File: src/rtl/dominant_ctrl.sv
// Sequencing FSM for the dominant-eigenvector power-iteration datapath.
// Optional per-wait-state watchdog is enabled by defining DOM_CTRL_WATCHDOG_EN.
module dominant_ctrl #(
    parameter int unsigned MAX_ITER  = 32,
    parameter int unsigned ITER_W    = 6,
    parameter int unsigned WD_CYCLES = 255
) (
    input  logic              clk_i,
    input  logic              reset_ni,
    input  logic              start_i,
    input  logic [15:0]       tol_i,
    input  logic [15:0]       max_d_i,
    input  logic              mul_done_i,
    input  logic              scale_done_i,
    input  logic              diff_done_i,
    output logic              start_mult_o,
    output logic              load_y_o,
    output logic              start_scale_o,
    output logic              start_diff_o,
    output logic              load_max_d_o,
    output logic              load_v_old_o,
    output logic              busy_o,
    output logic              done_o,
    output logic              converged_o,
    output logic              error_o,
    output logic [ITER_W-1:0] iter_count_o
);

    localparam logic [3:0] StIdle      = 4'd0;
    localparam logic [3:0] StMult      = 4'd1;
    localparam logic [3:0] StWaitMult  = 4'd2;
    localparam logic [3:0] StLoadY     = 4'd3;
    localparam logic [3:0] StScale     = 4'd4;
    localparam logic [3:0] StWaitScale = 4'd5;
    localparam logic [3:0] StDiff      = 4'd6;
    localparam logic [3:0] StWaitDiff  = 4'd7;
    localparam logic [3:0] StLoadD     = 4'd8;
    localparam logic [3:0] StCheck     = 4'd9;
    localparam logic [3:0] StCommit    = 4'd10;
    localparam logic [3:0] StFinish    = 4'd11;

    logic [3:0]        state_q, state_d;
    logic [ITER_W-1:0] iter_q, iter_d;
    logic              conv_q, conv_d;
    logic              converged_q, converged_d;
    logic [15:0]       max_d_mag;
    logic              accept_start;
    logic              wd_expired;
    logic              wd_trip;

    // Two's-complement magnitude; -32768 maps to 32768 and so never passes a tol below it.
    assign max_d_mag    = max_d_i[15] ? (~max_d_i + 16'd1) : max_d_i;
    assign accept_start = (state_q == StIdle) && start_i;

    always_comb begin
        state_d     = state_q;
        iter_d      = iter_q;
        conv_d      = conv_q;
        converged_d = converged_q;
        wd_trip     = 1'b0;
        case (state_q)
            StIdle: begin
                if (start_i) begin
                    state_d     = StMult;
                    iter_d      = '0;
                    conv_d      = 1'b0;
                    converged_d = 1'b0;
                end
            end
            StMult:  state_d = StWaitMult;
            StWaitMult: begin
                if (mul_done_i) begin
                    state_d = StLoadY;
                end else if (wd_expired) begin
                    state_d = StFinish;
                    wd_trip = 1'b1;
                end
            end
            StLoadY: state_d = StScale;
            StScale: state_d = StWaitScale;
            StWaitScale: begin
                if (scale_done_i) begin
                    state_d = StDiff;
                end else if (wd_expired) begin
                    state_d = StFinish;
                    wd_trip = 1'b1;
                end
            end
            StDiff:  state_d = StWaitDiff;
            StWaitDiff: begin
                if (diff_done_i) begin
                    state_d = StLoadD;
                end else if (wd_expired) begin
                    state_d = StFinish;
                    wd_trip = 1'b1;
                end
            end
            StLoadD: state_d = StCheck;
            StCheck: begin
                // First iteration compares against an uninitialised v_old, so it never converges.
                iter_d  = iter_q + 1'b1;
                conv_d  = (iter_q != '0) && (max_d_mag <= tol_i);
                state_d = StCommit;
            end
            StCommit: begin
                if (conv_q) begin
                    converged_d = 1'b1;
                    state_d     = StFinish;
                end else if (iter_q == ITER_W'(MAX_ITER)) begin
                    state_d = StFinish;
                end else begin
                    state_d = StMult;
                end
            end
            StFinish: state_d = StIdle;
            default:  state_d = StIdle;
        endcase
    end

    always_ff @(posedge clk_i or negedge reset_ni) begin
        if (!reset_ni) begin
            state_q     <= StIdle;
            iter_q      <= '0;
            conv_q      <= 1'b0;
            converged_q <= 1'b0;
        end else begin
            state_q     <= state_d;
            iter_q      <= iter_d;
            conv_q      <= conv_d;
            converged_q <= converged_d;
        end
    end

`ifdef DOM_CTRL_WATCHDOG_EN
    localparam int unsigned WdW = $clog2(WD_CYCLES + 1);

    logic [WdW-1:0] wd_q, wd_d;
    logic           error_q;
    logic           in_wait;

    assign in_wait    = (state_q == StWaitMult) || (state_q == StWaitScale) ||
                        (state_q == StWaitDiff);
    // Counts cycles already spent in the current wait state.
    assign wd_expired = in_wait && (wd_q == WdW'(WD_CYCLES - 1));
    assign wd_d       = in_wait ? (wd_q + 1'b1) : '0;

    always_ff @(posedge clk_i or negedge reset_ni) begin
        if (!reset_ni) begin
            wd_q    <= '0;
            error_q <= 1'b0;
        end else begin
            wd_q <= wd_d;
            if (accept_start) begin
                error_q <= 1'b0;
            end else if (wd_trip) begin
                error_q <= 1'b1;
            end
        end
    end

    assign error_o = error_q;
`else
    logic unused_wd;

    assign wd_expired = 1'b0;
    assign error_o    = 1'b0;
    assign unused_wd  = wd_trip | accept_start | (WD_CYCLES != 0);
`endif

    assign start_mult_o  = (state_q == StMult);
    assign load_y_o      = (state_q == StLoadY);
    assign start_scale_o = (state_q == StScale);
    assign start_diff_o  = (state_q == StDiff);
    assign load_max_d_o  = (state_q == StLoadD);
    assign load_v_old_o  = (state_q == StCommit);
    assign busy_o        = (state_q != StIdle);
    assign done_o        = (state_q == StFinish);
    assign converged_o   = converged_q;
    assign iter_count_o  = iter_q;

endmodule

File: config.mk
export PLATFORM = sky130hd
export DESIGN_NAME = dominant_ctrl
export DESIGN_NICKNAME = d
export VERILOG_FILES = /design/src/rtl/dominant_ctrl.sv
export SDC_FILE = /design/constraint.sdc
export NUM_CORES = 1
export LEC_CHECK = 0
export ABC_AREA = 0
export CORE_ASPECT_RATIO = 1.1
export CORE_UTILIZATION = 25
export DETAILED_ROUTE_END_ITERATION = 8
export RECOVER_POWER = 25
export SLEW_MARGIN = 10
export SYNTH_ARGS = -nofsm -noshare
export SYNTH_HDL_FRONTEND = slang
export SYNTH_SLANG_ARGS = --single-unit
export TNS_END_PERCENT = 1
File: constraint.sdc
create_clock -name clk_i -period 4.08 [get_ports clk_i]
set_input_delay 0.816 -clock clk_i [delete_from_list [all_inputs] [get_ports clk_i]]
set_output_delay 0.816 -clock clk_i [all_outputs]
set_load 0.03 [all_outputs]
==> results.py, run 1 <==
metrics = {
    "worst_setup_path": {
        "cp.buffers_inverters": 1,
        "critical_path_class": "in -> reg",
        "cp_data_arrival_time_ns": 3.64,
        "ff2ff_setup_slack_ns": 2.38,
        "critPathLaunchType": "primary input",
        "critical-path-top-delay-family": "simple AND/OR/NAND/NOR gates",
        "crit_path_max_fanout": 5,
        "cpPeakStageDelay_ns": 0.57,
        "cp.required_ns": 4.20,
        "timing.critical_path.to_type": "flip-flop",
        "cpMaxStageDelayCell": "sky130_fd_sc_hd__or4_4",
        "timing.critical_path.cells": "clkdlybuf4s50_1 > or4_4 > or3_4 > o31ai_4 > xnor2_1 > ha_1 > nand4_1 > nor4_1 > a21boi_0 > o31ai_1",
    },
    "clock_network": {
        "numClockSinks": 12,
        "htree_num_levels": 1,
        "clk_pin_slew_worst_paths_ns": 0.05,
        "cts.path.max_buffers": 2,
        "clk_root_buffer_cell": "sky130_fd_sc_hd__clkbuf_8",
        "cts.repair.resized": 0,
        "cts-buffers-inserted": 3,
        "cts_setup_buffers": 0,
        "cts_hold_buf": 0,
        "tritoncts_clock_tree": "yes",
        "worst_skew_pair.late_latency_ns": 0.24,
    },
    "synth": {
        "synth_top_cell_by_area": "sky130_fd_sc_hd__dfrtp_1",
        "yosys_most_used_dff": "sky130_fd_sc_hd__dfrtp_1",
        "synth_cell_type_count": 45,
        "most_common_cell_in_the_netlist": "sky130_fd_sc_hd__inv_1",
        "synthesis.instances": 191,
        "synth.yosys.seq_area_share": 0.2044,
        "number_of_synthesized_flops_with_an_enable_pin": 0,
        "synthesis.area_per_instance_um2": 7.691,
        "netlist_area_mm2": 0.001469,
        "synth.cells.most_frequent": "23 x sky130_fd_sc_hd__inv_1, 20 x sky130_fd_sc_hd__nand2_1, 19 x sky130_fd_sc_hd__ha_1",
        "synth_top_area_frac": 0.2044,
        "async_reset_ff_frac": 1.000,
        "synthesis.nets": 248,
        "synth_warnings": 0,
        "netlist_top_cells_area": "sky130_fd_sc_hd__dfrtp_1 20%, sky130_fd_sc_hd__ha_1 16%, sky130_fd_sc_hd__xnor2_1 8.3%, sky130_fd_sc_hd__inv_1 5.9%, sky130_fd_sc_hd__nand2_1 5.1%",
        "postSynthRegisterBits": 12,
    },
    "place": {
        "portBuffers": 52,
        "globalplace.congestion": 0.7908,
        "place_hpwl_mm": 2.901,
    },
    "status": {
        "status": "finished, final reports clean",
    },
    "routing": {
        "drc_errors": 0,
        "detail-route-antenna-nets": 0,
        "route.final.wire_length_mm": 3.425,
        "dr.pass1.iters": 4,
        "wire_per_inst_um": 10.87,
        "routed-via-count": 1454,
        "drt_iter0_markers": 52,
        "avgViaCountPerCell": 4.616,
    },
    "power": {
        "switching_share": 0.4661,
        "power_density_mw_per_mm2": 427.5,
        "netSwitchingPower_uw": 419.8,
        "leak_nw": 0.8996,
        "internal-power_uw": 480.9,
        "p_comb_frac": 0.557,
        "vdd_ir_drop_max_v": 0.0002652,
        "share_seq_of_total_power": 0.298,
        "clock_power_share": 0.145,
    },
    "floorplanning": {
        "die_width_um": 75.09,
        "start_util": 0.2654,
        "fp.dieArea_mm2": 0.006187,
        "floorplan.rows": 28,
        "area_inside_the_core_boundary_mm2": 0.005535,
        "boundaryPins": 54,
        "die_height_um": 82.40,
    },
    "layout": {
        "drive_gt1_frac": 0.03333,
        "fin_util": 0.3807,
        "num-nets-final": 298,
        "register_area_um2": 300.3,
        "layout.filler_cells": 610,
        "area.growth.synth_to_final_pct": 43.44,
        "multiInputGateArea_mm2": 0.001051,
        "num_antenna_cells": 0,
    },
    "min_path": {
        "hold_path_class": "reg -> reg",
    },
    "timing": {
        "grt_setup_unrepaired": "no",
        "finClkSkew_ns": 0.0008352,
        "setup-tns-final_ns": 0,
        "max_slew.worst_pin.slew_ns": 0.5758,
        "count_of_final_max_slew_check_failures": 0,
        "finalHoldViolCount": 0,
        "setup_viol_count_final": 0,
        "layout_min_cycle_time_ns": 3.524,
        "final_min_period_over_clock_period": 0.8637,
        "worst_slew_margin_rel": 0.6149,
        "max_freq_ghz": 0.2838,
    },
    "grt": {
        "globalRouteOverflowTotal": 0,
        "first_global_vias": 1394,
        "number_of_antenna_violations_at_the_first_check_in_global_routing": 0,
        "grt_start_max_net_pins": 18,
        "grtUsageTotal": 0.1187,
        "grt_pass1_wl_mm": 5.851,
    },
    "run": {
        "drv_cap": 0,
    },
}
[through the flow]
stage | instances | setup WS [ns] | area, um2 | hold slack (ns) | total power, mW
after floorplan | 191 | 0.9855 | 1469 | 0.4834 | 0.5864
after global placement | 311 | 0.3652 | 2052 | 0.4838 | 0.7695
after detailed placement | 311 | 0.2786 | 2052 | 0.4965 | 0.7747
after CTS | 315 | 0.5393 | 2107 | 0.5096 | 0.9113
after global routing | 315 | 0.3232 | 2107 | 0.5386 | 0.9805
final | 315 | 0.5559 | 2107 | 0.5040 | 0.9007
[registers in the layout, indices dropped and copies added (netlist names)]
signal / cells
state_q: 4
converged_o: 1
iter_count_o: 6
conv_q: 1
[routing by layer]
metal	global-route usage	part of all wire	up-vias
met5	0	0	-
met4	0.01698	0.0023	0
li1	-	-	776
met1	0.1557	0.50	631
met2	0.2054	0.44	45
met3	0.02184	0.051	2
[final timing paths]
check	start	cells after the start	end
setup / recovery	max_d_i[7]	10	conv_q$_DFFE_PN0P_
hold / removal	converged_o$_DFFE_PN0P_	1	converged_o$_DFFE_PN0P_
setup reg to reg	state_q[2]$_DFFE_PN0P_	4	iter_count_o[4]$_DFFE_PN0P_
hold reg to reg	converged_o$_DFFE_PN0P_	1	converged_o$_DFFE_PN0P_
max in group asynchronous	reset_ni	1	state_q[1]$_DFFE_PN0P_
min in group asynchronous	reset_ni	1	iter_count_o[4]$_DFFE_PN0P_
[cell families (layout without fill, tap and decap cells)]
| group | count (synthesis) | count (layout) | synth area share |
|---|---|---|---|
| buffers and inverters | 30 | 79 | 0.08006 |
| XOR/XNOR | 15 | 15 | 0.08944 |
| multiplexers | 2 | 2 | 0.01363 |
| AND/OR/NAND/NOR | 67 | 67 | 0.2419 |
| adder cells (fa/ha/maj) | 19 | 19 | 0.1618 |
| flip-flops | 12 | 12 | 0.2044 |
| AO/OA/AOI/OAI | 45 | 45 | 0.2061 |
| other | 1 | 1 | 0.002553 |
[area by class of cell]
| type | instances | share of cell area |
|---|---|---|
| multi-input cells | 149 | 0.4988 |
| repair buffers | 52 | 0.2470 |
| flip-flops and latches | 12 | 0.1425 |
| well taps | 75 | 0.04454 |
| inverters | 23 | 0.04097 |
| clock buffers | 4 | 0.02613 |
[layout by cell type, fill, tap and decap left out, types with 2 or more instances in the layout]
| cell | count |
|---|---|
| sky130_fd_sc_hd__dfrtp_1 | 12 |
| sky130_fd_sc_hd__clkdlybuf4s50_1 | 51 |
| sky130_fd_sc_hd__nor4_1 | 4 |
| sky130_fd_sc_hd__o21ai_0 | 7 |
| sky130_fd_sc_hd__mux2i_1 | 2 |
| sky130_fd_sc_hd__nor3_1 | 7 |
| sky130_fd_sc_hd__nand2_1 | 20 |
| sky130_fd_sc_hd__clkbuf_8 | 4 |
| sky130_fd_sc_hd__a21oi_1 | 10 |
| sky130_fd_sc_hd__o21ai_1 | 5 |
| sky130_fd_sc_hd__a21o_1 | 2 |
| sky130_fd_sc_hd__nand4_1 | 3 |
| sky130_fd_sc_hd__inv_1 | 23 |
| sky130_fd_sc_hd__nor2b_1 | 3 |
| sky130_fd_sc_hd__o21a_1 | 2 |
| sky130_fd_sc_hd__a22o_1 | 2 |
| sky130_fd_sc_hd__o211ai_1 | 3 |
| sky130_fd_sc_hd__o31ai_1 | 6 |
| sky130_fd_sc_hd__nor2_1 | 13 |
| sky130_fd_sc_hd__ha_1 | 19 |
| sky130_fd_sc_hd__xnor2_1 | 14 |
| sky130_fd_sc_hd__nand3_1 | 3 |
| sky130_fd_sc_hd__nand2b_1 | 4 |
[power by group through the flow]
stage / combinational (mW) / clock, mW / sequential (mW)
2_1_floorplan: 0.341 / 0 / 0.245
3_3_place_gp: 0.500 / 0 / 0.269
3_5_place_dp: 0.507 / 0 / 0.268
4_1_cts: 0.508 / 0.136 / 0.267
5_1_grt: 0.558 / 0.140 / 0.283
6_report: 0.502 / 0.131 / 0.268
(Power assumes the default switching activity.)
==> run 2, diff against run 1 <==
--- a/config.mk
+++ b/config.mk
@@ -6,9 +6,14 @@
 export NUM_CORES = 1
 export LEC_CHECK = 0
 export ABC_AREA = 0
+export CELL_PAD_IN_SITES_DETAIL_PLACEMENT = 1
+export CELL_PAD_IN_SITES_GLOBAL_PLACEMENT = 2
 export CORE_ASPECT_RATIO = 1.1
+export CORE_MARGIN = 8
 export CORE_UTILIZATION = 25
+export CTS_CLUSTER_DIAMETER = 60
 export DETAILED_ROUTE_END_ITERATION = 8
+export PLACE_DENSITY_LB_ADDON = 0.1
 export RECOVER_POWER = 25
 export SLEW_MARGIN = 10
 export SYNTH_ARGS = -nofsm -noshare
==> run 2 against run 1 <==
Net effect: non-clock buffer count unchanged; final area rose by 0.12%; highest routed layer unchanged; clock power about the same; cell count up 0.63%; first-iteration DRC count is 54% lower; clock-buffer cell count unchanged; sequential share of layout area about the same; critical path type unchanged; flip-flop and latch count did not move; hold slack improved by 0.0060 ns.
==> results.py, run 2 (synthesized netlist as in run 1, its figures left out) <==
metrics = {
    "worst_setup_path": {
        "timing.critical_path.to_type": "flip-flop",
        "critPathLaunchType": "primary input",
        "rr_worst_depth": 4,
        "cpPeakStageDelay_ns": 0.58,
        "beginning_of_the_critical_path": "max_d_i[7]",
        "cp_data_arrival_time_ns": 3.68,
        "critical-path-top-delay-family": "simple AND/OR/NAND/NOR gates",
        "ff2ff_setup_slack_ns": 2.29,
        "worst_r2r_endpoint": "iter_count_o[4]$_DFFE_PN0P_",
        "cpMaxStageDelayCell": "sky130_fd_sc_hd__or4_4",
        "cp.buffers_inverters": 1,
        "timing.critical_path.cells": "clkdlybuf4s50_1 > or4_4 > or3_4 > o31ai_4 > xnor2_1 > ha_1 > nand4_1 > nor4_1 > a21boi_0 > o31ai_1",
        "critical_path_class": "in -> reg",
        "crit_path_max_fanout": 5,
        "cp.required_ns": 4.20,
        "rr_startpoint": "state_q[3]$_DFFE_PN0P_",
    },
    "timing": {
        "final_min_period_over_clock_period": 0.8739,
        "layout_min_cycle_time_ns": 3.566,
        "setup_viol_count_final": 0,
        "finalHoldViolCount": 0,
        "setup-tns-final_ns": 0,
        "fin_worst_hold_slack_ns": 0.5100,
        "finClkSkew_ns": 0.001396,
        "count_of_final_max_slew_check_failures": 0,
        "max_slew.worst_pin.slew_ns": 0.5882,
        "grt_setup_unrepaired": "no",
        "timing.final.ws_setup_ns": 0.5145,
        "worst_slew_margin_rel": 0.6067,
        "max_freq_ghz": 0.2805,
    },
    "floorplanning": {
        "area_inside_the_core_boundary_mm2": 0.005733,
        "fp.dieArea_mm2": 0.008587,
        "start_util": 0.2562,
        "floorplan.rows": 29,
        "die_width_um": 89.09,
        "die_height_um": 96.40,
        "boundaryPins": 54,
    },
    "power": {
        "power_density_mw_per_mm2": 434.7,
        "total_power_uw": 917.0,
        "internal-power_uw": 481.2,
        "vdd_ir_drop_max_v": 0.0002042,
        "switching_share": 0.4752,
        "p_comb_frac": 0.559,
        "leak_nw": 0.8996,
        "netSwitchingPower_uw": 435.8,
        "clock_power_share": 0.141,
        "share_seq_of_total_power": 0.300,
    },
    "layout": {
        "final_cell_count_no_fill": 317,
        "layout.filler_cells": 718,
        "drive_gt1_frac": 0.03333,
        "num-nets-final": 298,
        "fin_util": 0.3680,
        "highest_count_cells_in_the_layout_ignoring_fill_and_taps": "51 x sky130_fd_sc_hd__clkdlybuf4s50_1, 23 x sky130_fd_sc_hd__inv_1, 20 x sky130_fd_sc_hd__nand2_1",
        "area.growth.synth_to_final_pct": 43.61,
        "num_antenna_cells": 0,
        "mostFrequentLayoutCell": "sky130_fd_sc_hd__clkdlybuf4s50_1",
        "flip_flop_count_of_the_largest_register_all_copies_and_words_added": 6,
        "final_cell_area_mm2": 0.002110,
    },
    "clock_network": {
        "tritoncts_clock_tree": "yes",
        "cts_hold_buf": 0,
        "cts_setup_buffers": 0,
        "clk_pin_slew_worst_paths_ns": 0.05,
        "clk_root_buffer_cell": "sky130_fd_sc_hd__clkbuf_8",
        "cts-buffers-inserted": 3,
        "numClockSinks": 12,
        "htree_num_levels": 1,
        "worst_skew_pair.late_latency_ns": 0.24,
        "cts.path.max_buffers": 2,
        "cts.repair.resized": 0,
    },
    "grt": {
        "grtUsageTotal": 0.1071,
        "grt_pass1_wl_mm": 7.486,
        "globalRouteOverflowTotal": 0,
        "grt_start_max_net_pins": 18,
        "number_of_antenna_violations_at_the_first_check_in_global_routing": 0,
        "first_global_vias": 1591,
    },
    "min_path": {
        "hold_path_class": "reg -> reg",
        "min_to": "converged_o$_DFFE_PN0P_",
        "min_delay_path_depth": 1,
        "timing.hold.worst.start": "converged_o$_DFFE_PN0P_",
    },
    "routing": {
        "avgViaCountPerCell": 4.640,
        "dr.pass1.iters": 4,
        "drc_errors": 0,
        "detail-route-antenna-nets": 0,
        "routed-via-count": 1471,
        "route.final.wire_length_mm": 4.368,
        "drt_iter0_markers": 24,
        "wire_per_inst_um": 13.78,
    },
    "place": {
        "globalplace.congestion": 0.6890,
        "dpl-instance-area_mm2": 0.002054,
        "dp_worst_setup_slack_ns": 0.2488,
        "place_hpwl_mm": 3.684,
        "placed_cells_incl_taps": 313,
        "portBuffers": 52,
    },
    "status": {
        "status": "finished, final reports clean",
    },
    "run": {
        "drv_cap": 0,
    },
}
-- run 2: layout make-up --
class                      count  area [um2]  share of cell area
inverter                      23       86.33             0.04093
timing repair buffer          52       520.5              0.2467
multi-input combinational    149        1051              0.4982
clock buffer                   4       55.05             0.02610
tap                           77       96.34             0.04567
sequential                    12       300.3              0.1423
-- run 2: power by group through the flow --
stage	Clock (mW)	Combinational (mW)	Sequential (mW)
3_5_place_dp	0	0.521	0.278
4_1_cts	0.134	0.524	0.276
5_1_grt	0.136	0.573	0.294
3_3_place_gp	0	0.517	0.279
6_report	0.129	0.513	0.275
2_1_floorplan	0	0.341	0.245
-- run 2: worst max-delay path by stage --
stage | endpoint | slack (ns) | cells past startpoint
final | conv_q$_DFFE_PN0P_ | 0.51 | 10
after global routing | conv_q$_DFFE_PN0P_ | 0.29 | 10
after CTS | conv_q$_DFFE_PN0P_ | 0.50 | 10
after detailed placement | conv_q$_DFFE_PN0P_ | 0.25 | 10
after global placement | conv_q$_DFFE_PN0P_ | 0.33 | 10
after floorplan | conv_q$_DFFE_PN0P_ | 0.99 | 9
-- run 2: metal layers --
layer / routed length (um) / vias up / share of wire / track usage
met5: 0 / - / 0 / 0
met4: 48 / 0 / 0.011 / 0.03329
met3: 194 / 4 / 0.044 / 0.01692
met2: 2105 / 34 / 0.48 / 0.1792
met1: 2020 / 663 / 0.46 / 0.1373
li1: - / 770 / - / -
